--- src/rtl/adder_result_accum_if.sv ---
// Handshake/result bus between an adder stage, the batch accumulator and its consumer.
interface adder_result_accum_if #(
    parameter int unsigned IN_W  = 6,
    parameter int unsigned ACC_W = 10,
    parameter int unsigned CNT_W = 3
);
    logic              start;
    logic              in_valid;
    logic              in_ready;
    logic [IN_W-1:0]   in_sum;
    logic              in_carry;
    logic              busy;
    logic              out_valid;
    logic              out_ready;
    logic [ACC_W-1:0]  acc_out;
    logic [IN_W:0]     max_out;
    logic [CNT_W-1:0]  carry_cnt;
    logic              overflow;

    modport master (
        output start, in_valid, in_sum, in_carry, out_ready,
        input  in_ready, busy, out_valid, acc_out, max_out, carry_cnt, overflow
    );

    modport slave (
        input  start, in_valid, in_sum, in_carry, out_ready,
        output in_ready, busy, out_valid, acc_out, max_out, carry_cnt, overflow
    );
endinterface

--- src/rtl/adder_result_accum.sv ---
// Accumulates NUM_SAMPLES adder results per batch into total/max/carry-count/overflow.
// Optional ADDER_ACCUM_SAT_EN: saturate the total at 2^ACC_W-1 instead of wrapping.
module adder_result_accum #(
    parameter int unsigned IN_W        = 6,
    parameter int unsigned ACC_W       = 10,
    parameter int unsigned NUM_SAMPLES = 4,
    parameter int unsigned CNT_W       = 3
) (
    input logic               clk,
    input logic               rst,
    adder_result_accum_if.slave bus
);
    localparam int unsigned OP_W  = IN_W + 1;
    localparam int unsigned SUM_W = ACC_W + 1;

    typedef enum logic [1:0] {
        IDLE  = 2'd0,
        ACCUM = 2'd1,
        DONE  = 2'd2
    } state_e;

    state_e            state_q;
    logic [CNT_W-1:0]  count_q;
    logic [ACC_W-1:0]  acc_q;
    logic [OP_W-1:0]   max_q;
    logic [CNT_W-1:0]  carry_cnt_q;
    logic              ovf_q;
    logic              in_ready_q;
    logic              busy_q;
    logic              out_valid_q;

    logic [OP_W-1:0]   op_c;
    logic [SUM_W-1:0]  sum_c;
    logic [ACC_W-1:0]  acc_d;
    logic [OP_W-1:0]   max_d;
    logic [CNT_W-1:0]  carry_cnt_d;
    logic              ovf_d;
    logic              beat_c;
    logic              last_c;

    // Next datapath values for an accepted beat.
    always_comb begin
        op_c        = {bus.in_carry, bus.in_sum};
        sum_c       = {1'b0, acc_q} + SUM_W'(op_c);
`ifdef ADDER_ACCUM_SAT_EN
        acc_d       = sum_c[ACC_W] ? '1 : sum_c[ACC_W-1:0];
`else
        acc_d       = sum_c[ACC_W-1:0];
`endif
        ovf_d       = ovf_q | sum_c[ACC_W];
        max_d       = (op_c > max_q) ? op_c : max_q;
        carry_cnt_d = carry_cnt_q + CNT_W'(bus.in_carry);
        beat_c      = bus.in_valid && in_ready_q;
        last_c      = (count_q == CNT_W'(NUM_SAMPLES - 1));
    end

    always_ff @(posedge clk) begin
        if (rst) begin
            state_q     <= IDLE;
            count_q     <= '0;
            acc_q       <= '0;
            max_q       <= '0;
            carry_cnt_q <= '0;
            ovf_q       <= 1'b0;
            in_ready_q  <= 1'b0;
            busy_q      <= 1'b0;
            out_valid_q <= 1'b0;
        end else begin
            case (state_q)
                IDLE: begin
                    if (bus.start) begin
                        state_q     <= ACCUM;
                        count_q     <= '0;
                        acc_q       <= '0;
                        max_q       <= '0;
                        carry_cnt_q <= '0;
                        ovf_q       <= 1'b0;
                        in_ready_q  <= 1'b1;
                        busy_q      <= 1'b1;
                    end
                end
                ACCUM: begin
                    if (beat_c) begin
                        acc_q       <= acc_d;
                        max_q       <= max_d;
                        carry_cnt_q <= carry_cnt_d;
                        ovf_q       <= ovf_d;
                        count_q     <= count_q + CNT_W'(1);
                        // Final beat: result is visible the cycle after it is accepted.
                        if (last_c) begin
                            state_q     <= DONE;
                            in_ready_q  <= 1'b0;
                            out_valid_q <= 1'b1;
                        end
                    end
                end
                DONE: begin
                    if (bus.out_ready) begin
                        state_q     <= IDLE;
                        out_valid_q <= 1'b0;
                        busy_q      <= 1'b0;
                    end
                end
                default: begin
                    state_q     <= IDLE;
                    in_ready_q  <= 1'b0;
                    busy_q      <= 1'b0;
                    out_valid_q <= 1'b0;
                end
            endcase
        end
    end

    assign bus.in_ready  = in_ready_q;
    assign bus.busy      = busy_q;
    assign bus.out_valid = out_valid_q;
    assign bus.acc_out   = acc_q;
    assign bus.max_out   = max_q;
    assign bus.carry_cnt = carry_cnt_q;
    assign bus.overflow  = ovf_q;

endmodule

--- src/flat_wrapper.sv ---
// flat-port wrapper written by rule: the top's interface ports become plain ports
module adder_result_accum_flat 
#(
    parameter int unsigned IN_W        = 6,
    parameter int unsigned ACC_W       = 10,
    parameter int unsigned NUM_SAMPLES = 4,
    parameter int unsigned CNT_W       = 3
)
  (clk, rst, bus_start, bus_in_valid, bus_in_sum, bus_in_carry, bus_out_ready, bus_in_ready, bus_busy, bus_out_valid, bus_acc_out, bus_max_out, bus_carry_cnt, bus_overflow);
  adder_result_accum_if #(.IN_W(IN_W), .ACC_W(ACC_W), .CNT_W(CNT_W)) bus_i ();
  input logic clk;
  input logic rst;
  input wire logic [$bits(bus_i.start)-1:0] bus_start;
  input wire logic [$bits(bus_i.in_valid)-1:0] bus_in_valid;
  input wire logic [$bits(bus_i.in_sum)-1:0] bus_in_sum;
  input wire logic [$bits(bus_i.in_carry)-1:0] bus_in_carry;
  input wire logic [$bits(bus_i.out_ready)-1:0] bus_out_ready;
  output wire logic [$bits(bus_i.in_ready)-1:0] bus_in_ready;
  output wire logic [$bits(bus_i.busy)-1:0] bus_busy;
  output wire logic [$bits(bus_i.out_valid)-1:0] bus_out_valid;
  output wire logic [$bits(bus_i.acc_out)-1:0] bus_acc_out;
  output wire logic [$bits(bus_i.max_out)-1:0] bus_max_out;
  output wire logic [$bits(bus_i.carry_cnt)-1:0] bus_carry_cnt;
  output wire logic [$bits(bus_i.overflow)-1:0] bus_overflow;
  assign bus_i.start = bus_start;
  assign bus_i.in_valid = bus_in_valid;
  assign bus_i.in_sum = bus_in_sum;
  assign bus_i.in_carry = bus_in_carry;
  assign bus_i.out_ready = bus_out_ready;
  assign bus_in_ready = bus_i.in_ready;
  assign bus_busy = bus_i.busy;
  assign bus_out_valid = bus_i.out_valid;
  assign bus_acc_out = bus_i.acc_out;
  assign bus_max_out = bus_i.max_out;
  assign bus_carry_cnt = bus_i.carry_cnt;
  assign bus_overflow = bus_i.overflow;
  adder_result_accum #(.IN_W(IN_W), .ACC_W(ACC_W), .NUM_SAMPLES(NUM_SAMPLES), .CNT_W(CNT_W)) u_core (.clk(clk), .rst(rst), .bus(bus_i));
endmodule
--- config.mk ---
export PLATFORM = sky130hd
export DESIGN_NAME = adder_result_accum_flat
export DESIGN_NICKNAME = d
export VERILOG_FILES = /design/src/rtl/adder_result_accum_if.sv /design/src/rtl/adder_result_accum.sv /design/src/flat_wrapper.sv
export SDC_FILE = /design/constraint.sdc
export NUM_CORES = 1
export LEC_CHECK = 0
export BUFFER_PORTS_ARGS = -buffer_cell sky130_fd_sc_hd__buf_2
export CAP_MARGIN = 20
export CORE_MARGIN = 2
export CORE_UTILIZATION = 52
export DETAILED_ROUTE_END_ITERATION = 8
export MAX_ROUTING_LAYER = met4
export PLACE_DENSITY = 0.74
export SYNTH_ARGS = -nofsm -noshare
export SYNTH_HDL_FRONTEND = slang
export SYNTH_SLANG_ARGS = --single-unit
--- constraint.sdc ---
create_clock -name clk -period 5.5 [get_ports clk]
set_input_delay 0.825 -clock clk [delete_from_list [all_inputs] [get_ports clk]]
set_output_delay 0.825 -clock clk [all_outputs]
set_load 0.01 [all_outputs]
==> run_results.csv, run 1 <==
group,metric,value,unit
cells_and_area,drive_gt1_share,19.0,%
detailed_routing,via_count,1519,
worst_setup_path,path_buf_inv,1,
global_route,grt_max_degree,40,
die,initial_core_util,53.4,%
die,rows,21,
timing,drv_slew,0,
detailed_routing,antenna_left,0,
clock_tree,cts_setup_buffers,0,
yosys,ys_seq_elements,29,
clock_tree,htreeDepth,2,
job,maxCapViolCount,0,
worst_setup_path,worstRegToRegCells,4,
clock_tree,cts_tree,"built",
worst_setup_path,crit_arrival,2.65,ns
detailed_routing,dr.pass1.iters,4,
cells_and_area,nets,262,
yosys,synth_cells,198,
timing,rsz0062_at_grt,"no",
yosys,seq_area_frac_synth,33.1,%
global_route,track_usage,22.2,%
clock_tree,cts-resized-gates,0,
power,power.switching,114,uW
min_path,holdPathStages,2,
power,ir_drop,0.000166,V
global_route,grt_pass1_vias,1392,
worst_setup_path,endpoint_kind,"flip-flop",
timing,slew-limit-headroom,48.1,%
placement,gp_congestion,0.888,
clock_tree,clockRootBuffer,"clkbuf_4",
clock_tree,cts_sinks,29,
clock_tree,cts.clk_slew.worst_paths,0.08,ns
min_path,holdPathEnd,"u_core.bus.out_valid",
cells_and_area,multi_input_area,1080,sq um
placement,io_buffers,35,
die,core,3280,sq um
cells_and_area,stdcell_area,2000,sq um
cells_and_area,fillers,329,
worst_setup_path,critPathSlowestCell,"nor3b_2",
cells_and_area,synthToLayoutAreaGrowth,14.2,%
power,power.internal,303,uW
timing,worstMarginPinSlew,0.776,ns
worst_setup_path,required,5.76,ns
min_path,hp-class,"reg2reg",
clock_tree,cts-buffers-inserted,5,
power,p_sw_share,27.3,%
timing,fin_skew,0.0103,ns
yosys,syn_area,1750,sq um
worst_setup_path,critPathTopFamily,"simple AND/OR/NAND/NOR gates",
power,comb_power_share,15.5,%
placement,hpwl,2.77,mm
clock_tree,hold_buffers,0,
cells_and_area,antenna_cells,0,
power,p_leak,0.871,nW
timing,setup_slack,3.11,ns
timing,min_period_over_period,43.4,%
yosys,yosysWarnings,0,
worst_setup_path,r2r_end,"u_core.bus.acc_out[7]",
global_route,antenna_found_initial,0,
detailed_routing,wl_per_cell,13.3,microns
timing,setup_tns,0,ns
die,die_h,62.1,microns
yosys,avgSynthCellArea,8.85,sq um
clock_tree,insertion_delay,0.33,ns
power,pwr-share-seq,52.8,%
worst_setup_path,reg2reg_from,"u_core.state_q[0]",
worst_setup_path,startpoint_type,"primary input",
cells_and_area,seq_area,581,sq um
worst_setup_path,r2r_slack,3.27,ns
timing,whs,0.458,ns
timing,max_freq,419,MHz
placement,placed_cell_area,1950,sq um
global_route,grt.overflow.total,0,
yosys,syn_nets,229,
status,status,"finished, final reports clean",
die,ios,36,
die,fp.dieArea,3850,sq um
clock_tree,clock_tree.buffer_depth,2,
min_path,hp-start,"u_core.bus.out_valid",
power,power,417,uW
timing,period_minus_slack,2.39,ns
detailed_routing,drc,0,
detailed_routing,drt_iter0_drc,63,
detailed_routing,via_per_inst,5.48,
yosys,yosysUniqueCellTypes,44,
global_route,grt_first_pass_wirelength,6.00,mm
die,fp.dieW,62.1,microns
worst_setup_path,path_class,"in2reg",
yosys,synthFlopType,"dfxtp_1",
yosys,synth_edf_count,0,
power,powerDensity,208,nW/um^2
worst_setup_path,worstPathMaxFanout,13,
timing,setup_viol,0,
detailed_routing,routed_wl,3.69,mm
placement,dpl_worst_slack,2.76,ns
yosys,ys_async_sr_fraction,0,%
power,p_clk_share,31.7,%
timing,finalHoldViolCount,0,
worst_setup_path,slowest_delay,0.63,ns
worst_setup_path,cp_cell_sequence,"buf_2, nor3b_2, nor2_1, or4_1, a21boi_1",
-- sequential cells by signal, indices dropped and copies added, names as in the netlist --
register              count
u_core.state_q            2
u_core.bus.busy           1
u_core.bus.max_out        7
u_core.bus.in_ready       1
u_core.count_q            3
u_core.bus.carry_cnt      3
u_core.bus.acc_out       10
u_core.bus.overflow       1
u_core.bus.out_valid      1
-- worst max-delay path by stage --
stage	start	to	cells after the start
after global routing	bus_start	u_core.bus.acc_out[7]	5
final	bus_start	u_core.bus.acc_out[7]	5
after global placement	bus_start	u_core.bus.acc_out[7]	5
after CTS	bus_start	u_core.bus.acc_out[7]	5
after detailed placement	bus_start	u_core.bus.acc_out[7]	5
after floorplan	bus_in_sum[0]	u_core.bus.acc_out[8]	7
-- cell type report --
type / instances / area share (%)
multi-input cells: 147 / 54.2
flip-flops and latches: 29 / 29.0
repair buffers: 35 / 8.75
well taps: 46 / 2.88
clock buffers: 7 / 2.75
inverters: 13 / 2.44
-- stage by stage --
stage / utilization [%] / cells
2_1_floorplan: - / 198
3_3_place_gp: 59.3 / 270
3_5_place_dp: 59.3 / 270
4_1_cts: 61.0 / 277
5_1_grt: 61.0 / 277
6_report: 61.0 / 277
-- layout by cell type, fill, tap and decap left out, types with 2 or more instances in the layout --
cell	Yosys	routed
o21ai_1	3	3
ha_1	18	18
a21o_1	2	2
nand2_1	8	8
nor3_1	3	3
buf_2	4	35
inv_1	13	13
a211oi_1	4	4
nor2b_1	2	2
nand3b_1	11	11
a21oi_1	11	11
a22oi_1	4	4
nor2_1	20	20
clkbuf_4	0	5
o31ai_1	2	2
o211ai_1	3	3
or3_1	5	5
nand2b_1	8	8
o21a_1	3	3
mux2i_1	9	9
o21ai_0	4	4
a211o_1	6	6
dfxtp_1	29	29
-- worst reg2reg max path, stage by stage, from the launching register on --
cell and delay, ns:
dfxtp_1 0.39, nor3b_2 0.67, nor2_1 0.39, or4_1 0.57
a21boi_1 0.14
-- power by group through the flow --
| stage | sequential [mW] | combinational (mW) | clock, mW |
|---|---|---|---|
| global route | 0.221 | 0.0738 | 0.145 |
| detailed placement | 0.225 | 0.0650 | 0 |
| CTS | 0.220 | 0.0653 | 0.135 |
| finish | 0.220 | 0.0646 | 0.132 |
| global placement | 0.225 | 0.0640 | 0 |
| floorplan | 0.225 | 0.0454 | 0 |
-- logic make-up after synthesis --
| kind of cell | Yosys count | share of synthesized area [%] |
|---|---|---|
| xor+xnor | 2 | 0.999 |
| mux | 9 | 5.14 |
| flops | 29 | 33.1 |
| buf+inv | 22 | 5.00 |
| compound gates | 50 | 20.3 |
| simple gates | 67 | 21.5 |
| fa+ha+maj | 19 | 14.0 |
-- metal layers --
layer	routed length, microns	track usage [%]
met1	1730	26.9
met2	1750	35.1
met3	158	6.83
met4	53	6.99
met5	0	-
-- cell usage after synthesis, types with 2 or more instances --
library cell | number | area, sq um
o21ai_1 | 3 | 15.0
o21a_1 | 3 | 22.5
nand2_1 | 8 | 30.0
nand3b_1 | 11 | 82.6
nor3_1 | 3 | 15.0
or3_1 | 5 | 31.3
a21o_1 | 2 | 15.0
mux2i_1 | 9 | 90.1
clkbuf_1 | 5 | 18.8
ha_1 | 18 | 225
a211oi_1 | 4 | 30.0
o211ai_1 | 3 | 22.5
nor2_1 | 20 | 75.1
dfxtp_1 | 29 | 581
o21ai_0 | 4 | 20.0
a21oi_1 | 11 | 55.1
buf_2 | 4 | 20.0
nand2b_1 | 8 | 50.1
o31ai_1 | 2 | 15.0
inv_1 | 13 | 48.8
a211o_1 | 6 | 52.6
nor2b_1 | 2 | 12.5
a22oi_1 | 4 | 30.0
Power figures use the tool's default switching activity.
==> run 2, diff against run 1 <==
--- a/config.mk
+++ b/config.mk
@@ -8,10 +8,10 @@
 export BUFFER_PORTS_ARGS = -buffer_cell sky130_fd_sc_hd__buf_2
 export CAP_MARGIN = 20
 export CORE_MARGIN = 2
-export CORE_UTILIZATION = 52
+export CORE_UTILIZATION = 49
 export DETAILED_ROUTE_END_ITERATION = 8
 export MAX_ROUTING_LAYER = met4
-export PLACE_DENSITY = 0.74
+export PLACE_DENSITY = 0.73
 export SYNTH_ARGS = -nofsm -noshare
 export SYNTH_HDL_FRONTEND = slang
 export SYNTH_SLANG_ARGS = --single-unit
==> constraint.sdc (replaced) <==
create_clock -name clk -period 1.9 [get_ports clk]
set_input_delay 0.285 -clock clk [delete_from_list [all_inputs] [get_ports clk]]
set_output_delay 0.285 -clock clk [all_outputs]
set_load 0.01 [all_outputs]
==> run 2 against run 1 <==
Compared with the run above: clock skew grew 0.0033 ns; global-route usage is 1.1 points lower; sequential power rose to 2.9 times the previous value; sequential share of layout area decreased by 1.5 points; hold slack lost 0.23 ns; cell count is 4.3% higher; clock-buffer cell count shrank 1; core utilization grew 1.4 points.
==> run_results.csv, run 2 (synthesis results as in run 1) <==
group,metric,value,unit
status,status,"finished, final reports clean",
cells_and_area,antenna_cells,0,
placement,dpl_worst_slack,-0.0174,ns
worst_setup_path,cp_cell_sequence,"inv_1, ha_1, a211o_1, a211oi_2, o2bb2ai_2, buf_12, mux2i_1",
timing,max_freq,568,MHz
worst_setup_path,required,2.16,ns
global_route,grt.overflow.total,0,
die,ios,36,
placement,placed_cell_area,2040,sq um
timing,period_minus_slack,1.76,ns
global_route,track_usage,21.1,%
timing,rsz0062_at_grt,"no",
job,maxCapViolCount,0,
detailed_routing,via_per_inst,5.40,
detailed_routing,dr.pass1.iters,4,
clock_tree,cts.clk_slew.worst_paths,0.10,ns
placement,hpwl,2.99,mm
timing,setup_tns,0,ns
timing,finalHoldViolCount,0,
die,core,3390,sq um
global_route,antenna_found_initial,0,
power,power,1.23,mW
worst_setup_path,worstPathMaxFanout,7,
detailed_routing,via_count,1562,
die,initial_core_util,51.7,%
global_route,grt_pass1_vias,1452,
min_path,hp-class,"in2reg",
clock_tree,insertion_delay,0.33,ns
timing,fin_skew,0.0136,ns
cells_and_area,mostFrequentLayoutCells,"buf_2 (35), dfxtp_1 (28), nor2_1 (20), ha_1 (18), inv_1 (13)",
clock_tree,hold_buffers,0,
timing,worstMarginPinSlew,0.398,ns
worst_setup_path,endpoint_kind,"flip-flop",
clock_tree,clockRootBuffer,"clkbuf_4",
timing,min_period_over_period,92.6,%
cells_and_area,drive_gt1_share,25.5,%
worst_setup_path,critPathSlowestCell,"dfxtp_1",
timing,drv_slew,0,
placement,gp_congestion,0.886,
clock_tree,clock_tree.buffer_depth,2,
detailed_routing,antenna_left,0,
cells_and_area,synthToLayoutAreaGrowth,20.6,%
timing,setup_slack,0.141,ns
detailed_routing,drc,0,
die,fp.dieW,63.8,microns
clock_tree,cts-buffers-inserted,5,
cells_and_area,nets,273,
worst_setup_path,worstRegToRegCells,7,
global_route,grt_max_degree,21,
die,fp.dieArea,4070,sq um
clock_tree,htreeDepth,2,
min_path,holdPathStages,3,
worst_setup_path,startpoint_type,"flip-flop",
global_route,grt_first_pass_wirelength,6.60,mm
cells_and_area,largest_reg_flops,10,
die,rows,21,
power,p_leak,0.929,nW
placement,io_buffers,35,
worst_setup_path,crit_arrival,2.02,ns
cells_and_area,final_common_cell,"buf_2",
detailed_routing,drt_iter0_drc,89,
clock_tree,cts_sinks,29,
power,ir_drop,0.000529,V
worst_setup_path,path_class,"reg2reg",
die,die_h,63.8,microns
cells_and_area,stdcell_area,2110,sq um
worst_setup_path,slowest_delay,0.35,ns
timing,setup_viol,0,
detailed_routing,wl_per_cell,13.7,microns
power,powerDensity,580,nW/um^2
timing,slew-limit-headroom,73.4,%
detailed_routing,routed_wl,3.96,mm
clock_tree,cts_tree,"built",
[run 2: cell type report]
type | count | area (sq um)
clock buffer | 6 | 41.3
clock inverter | 2 | 10.0
fill | 302 | 1270
inverter | 13 | 48.8
multi-input combinational | 147 | 1100
sequential | 29 | 582
tap | 46 | 57.6
timing repair buffer | 46 | 270
[run 2: power by group]
group	internal (mW)	leakage (nW)	switching, mW
registers	0.622	0.236	0.0137
clock network	0.141	0.0320	0.226
logic	0.103	0.662	0.120
total	0.867	0.929	0.359
[run 2: stage by stage]
stage	cells	utilization, %	hold WS [ns]
after floorplan	198	-	0.444
after global placement	281	60.2	0.440
after detailed placement	281	60.2	0.443
after CTS	289	61.8	0.220
after global routing	289	62.4	0.230
final	289	62.4	0.224
[run 2: critical path: cells and delay by family (launching register included)]
kind	cells	cell delay [ns]
buffers and inverters	2	0.20
muxes	1	0.19
DFF	1	0.35
AOI/OAI and AO/OA	3	0.65
adders and majority gates	1	0.30
[run 2: repair_timing]
item	in CTS	in global routing
setup endpoints to repair	0	7
gates resized for setup	0	6
endpoints found under the hold margin	0	0
setup buffers	0	0
[run 2: routing by layer]
layer | vias up | track usage [%] | wire length [microns]
li1 | 803 | - | -
met3 | 6 | 4.23 | 205
met5 | - | - | 0
met4 | 0 | 6.52 | 52
met2 | 39 | 32.3 | 1790
met1 | 714 | 28.2 | 1920
[run 2: worst paths after layout]
path                                end  slack, ns             startpoint
setup / recovery  u_core.bus.max_out[0]       0.14  u_core.bus.max_out[4]
setup reg to reg  u_core.bus.max_out[0]       0.14  u_core.bus.max_out[4]
hold / removal        u_core.state_q[1]       0.22          bus_out_ready
hold reg to reg     u_core.bus.overflow       0.46    u_core.bus.overflow
==> run 3, diff against run 2 <==
--- a/config.mk
+++ b/config.mk
@@ -9,6 +9,7 @@
 export CAP_MARGIN = 20
 export CORE_MARGIN = 2
 export CORE_UTILIZATION = 49
+export CTS_BUF_LIST = sky130_fd_sc_hd__clkbuf_8 sky130_fd_sc_hd__clkbuf_16
 export DETAILED_ROUTE_END_ITERATION = 8
 export MAX_ROUTING_LAYER = met4
 export PLACE_DENSITY = 0.73
==> run 3 against run 2 <==
Compared with the run above: register-to-register slack got worse by 0.03 ns; combinational power is essentially flat; routed wire length is 0.50% lower; core utilization increased by 0.92 points; critical path type unchanged; largest cell class unchanged.
==> run_results.csv, run 3 (synthesis results as in run 1) <==
group,metric,value,unit
worst_setup_path,reg2reg_from,"u_core.bus.acc_out[0]",
timing,worstMarginPinSlew,0.392,ns
cells_and_area,stdcell_area,2150,sq um
timing,setup_tns,0,ns
power,p_leak,0.944,nW
clock_tree,hold_buffers,0,
die,fp.dieArea,4070,sq um
die,die_h,63.8,microns
global_route,groute.layer.met2.usage,31.8,%
die,core,3390,sq um
power,powerDensity,629,nW/um^2
global_route,gr-usage-met3,5.28,%
clock_tree,clockRootBuffer,"clkbuf_8",
timing,setup_viol,0,
detailed_routing,via_per_inst,5.42,
placement,gp_congestion,0.886,
placement,dpl_worst_slack,-0.0174,ns
worst_setup_path,crit_arrival,2.01,ns
timing,rsz0062_at_grt,"no",
clock_tree,cts_tree,"built",
placement,io_buffers,35,
cells_and_area,antenna_cells,0,
placement,placed_cell_area,2040,sq um
cells_and_area,mostFrequentLayoutCells,"buf_2 (35), dfxtp_1 (28), nor2_1 (20), ha_1 (17), inv_1 (14)",
job,maxCapViolCount,0,
worst_setup_path,worstRegToRegCells,7,
timing,setup_slack,0.106,ns
global_route,met1_usage,28.5,%
worst_setup_path,endpoint_kind,"flip-flop",
clock_tree,cts.clk_slew.worst_paths,0.07,ns
cells_and_area,synthToLayoutAreaGrowth,22.4,%
power,ir_drop,0.000610,V
global_route,grt-busiest-layer,"met2",
timing,max_freq,557,MHz
die,fp.dieW,63.8,microns
worst_setup_path,path_class,"reg2reg",
cells_and_area,stdcell_count,289,
detailed_routing,routed_wl,3.94,mm
worst_setup_path,required,2.11,ns
placement,hpwl,2.99,mm
power,power,1.35,mW
global_route,grt.overflow.total,0,
die,rows,21,
die,initial_core_util,51.7,%
worst_setup_path,worstPathMaxFanout,4,
timing,min_period_over_period,94.4,%
clock_tree,htreeDepth,2,
global_route,grt_first_pass_wirelength,6.59,mm
timing,period_minus_slack,1.79,ns
clock_tree,insertion_delay,0.28,ns
timing,drv_slew,0,
detailed_routing,dr.pass1.iters,4,
timing,slew-limit-headroom,73.7,%
min_path,holdPathStages,3,
global_route,antenna_found_initial,0,
placement,dp_cells,281,
worst_setup_path,startpoint_type,"flip-flop",
cells_and_area,largest_reg_flops,10,
detailed_routing,drc,0,
clock_tree,cts_sinks,29,
detailed_routing,via_count,1566,
clock_tree,clock_tree.buffer_depth,2,
global_route,grt_max_degree,21,
detailed_routing,drt_iter0_drc,92,
clock_tree,cts-buffers-inserted,5,
die,ios,36,
timing,fin_skew,0.00565,ns
timing,finalHoldViolCount,0,
global_route,grt_pass1_vias,1449,
cells_and_area,final_common_cell,"buf_2",
status,status,"finished, final reports clean",
min_path,hp-class,"in2reg",
detailed_routing,antenna_left,0,
worst_setup_path,worstSetupStartpoint,"u_core.bus.acc_out[0]",
min_path,hp-start,"bus_out_ready",
global_route,track_usage,21.3,%
detailed_routing,wl_per_cell,13.6,microns
cells_and_area,drive_gt1_share,25.5,%
cells_and_area,nets,273,
[run 3: power breakdown]
group | leakage [nW] | total (mW) | internal, mW | switching (mW)
combinational | 0.659 | 0.223 | 0.103 | 0.119
sequential | 0.236 | 0.637 | 0.623 | 0.0137
clock | 0.0491 | 0.490 | 0.248 | 0.242
[run 3: area by class of cell]
type | count | area, sq um
sequential | 29 | 582
fill | 296 | 1240
inverter | 13 | 48.8
tap | 46 | 57.6
multi-input combinational | 147 | 1100
clock inverter | 3 | 13.8
timing repair buffer | 46 | 270
clock buffer | 5 | 68.8
[run 3: critical path, cell delays in order (launching register included)]
cell and delay (ns):
dfxtp_2 0.34, ha_2 0.19, inv_1 0.05, fa_1 0.40, nor2b_2 0.16, o31ai_2 0.11, a211oi_2 0.25, mux2i_1 0.22
[run 3: path summary, 6_finish.rpt]
path / slack, ns / endpoint
hold reg to reg: 0.45 / u_core.bus.overflow
hold / removal: 0.28 / u_core.state_q[1]
setup reg to reg: 0.11 / u_core.bus.acc_out[8]
setup / recovery: 0.11 / u_core.bus.acc_out[8]
[run 3: timing repair]
| action | 4_1_cts | 5_1_grt |
|---|---|---|
| hold endpoints to repair | 0 | 0 |
| setup endpoints to repair | 0 | 6 |
| gates resized for setup | 0 | 6 |
| setup buffers | 0 | 0 |
[run 3: metal layers]
| metal | vias up | wire (microns) |
|---|---|---|
| met2 | 51 | 1710 |
| met5 | - | 0 |
| li1 | 803 | - |
| met4 | 0 | 61 |
| met1 | 704 | 1910 |
| met3 | 8 | 264 |
[run 3: through the flow]
| stage | hold WS (ns) | util (%) |
|---|---|---|
| 2_1_floorplan | 0.444 | - |
| 3_3_place_gp | 0.440 | 60.2 |
| 3_5_place_dp | 0.443 | 60.2 |
| 4_1_cts | 0.270 | 62.7 |
| 5_1_grt | 0.293 | 63.3 |
| 6_report | 0.275 | 63.3 |
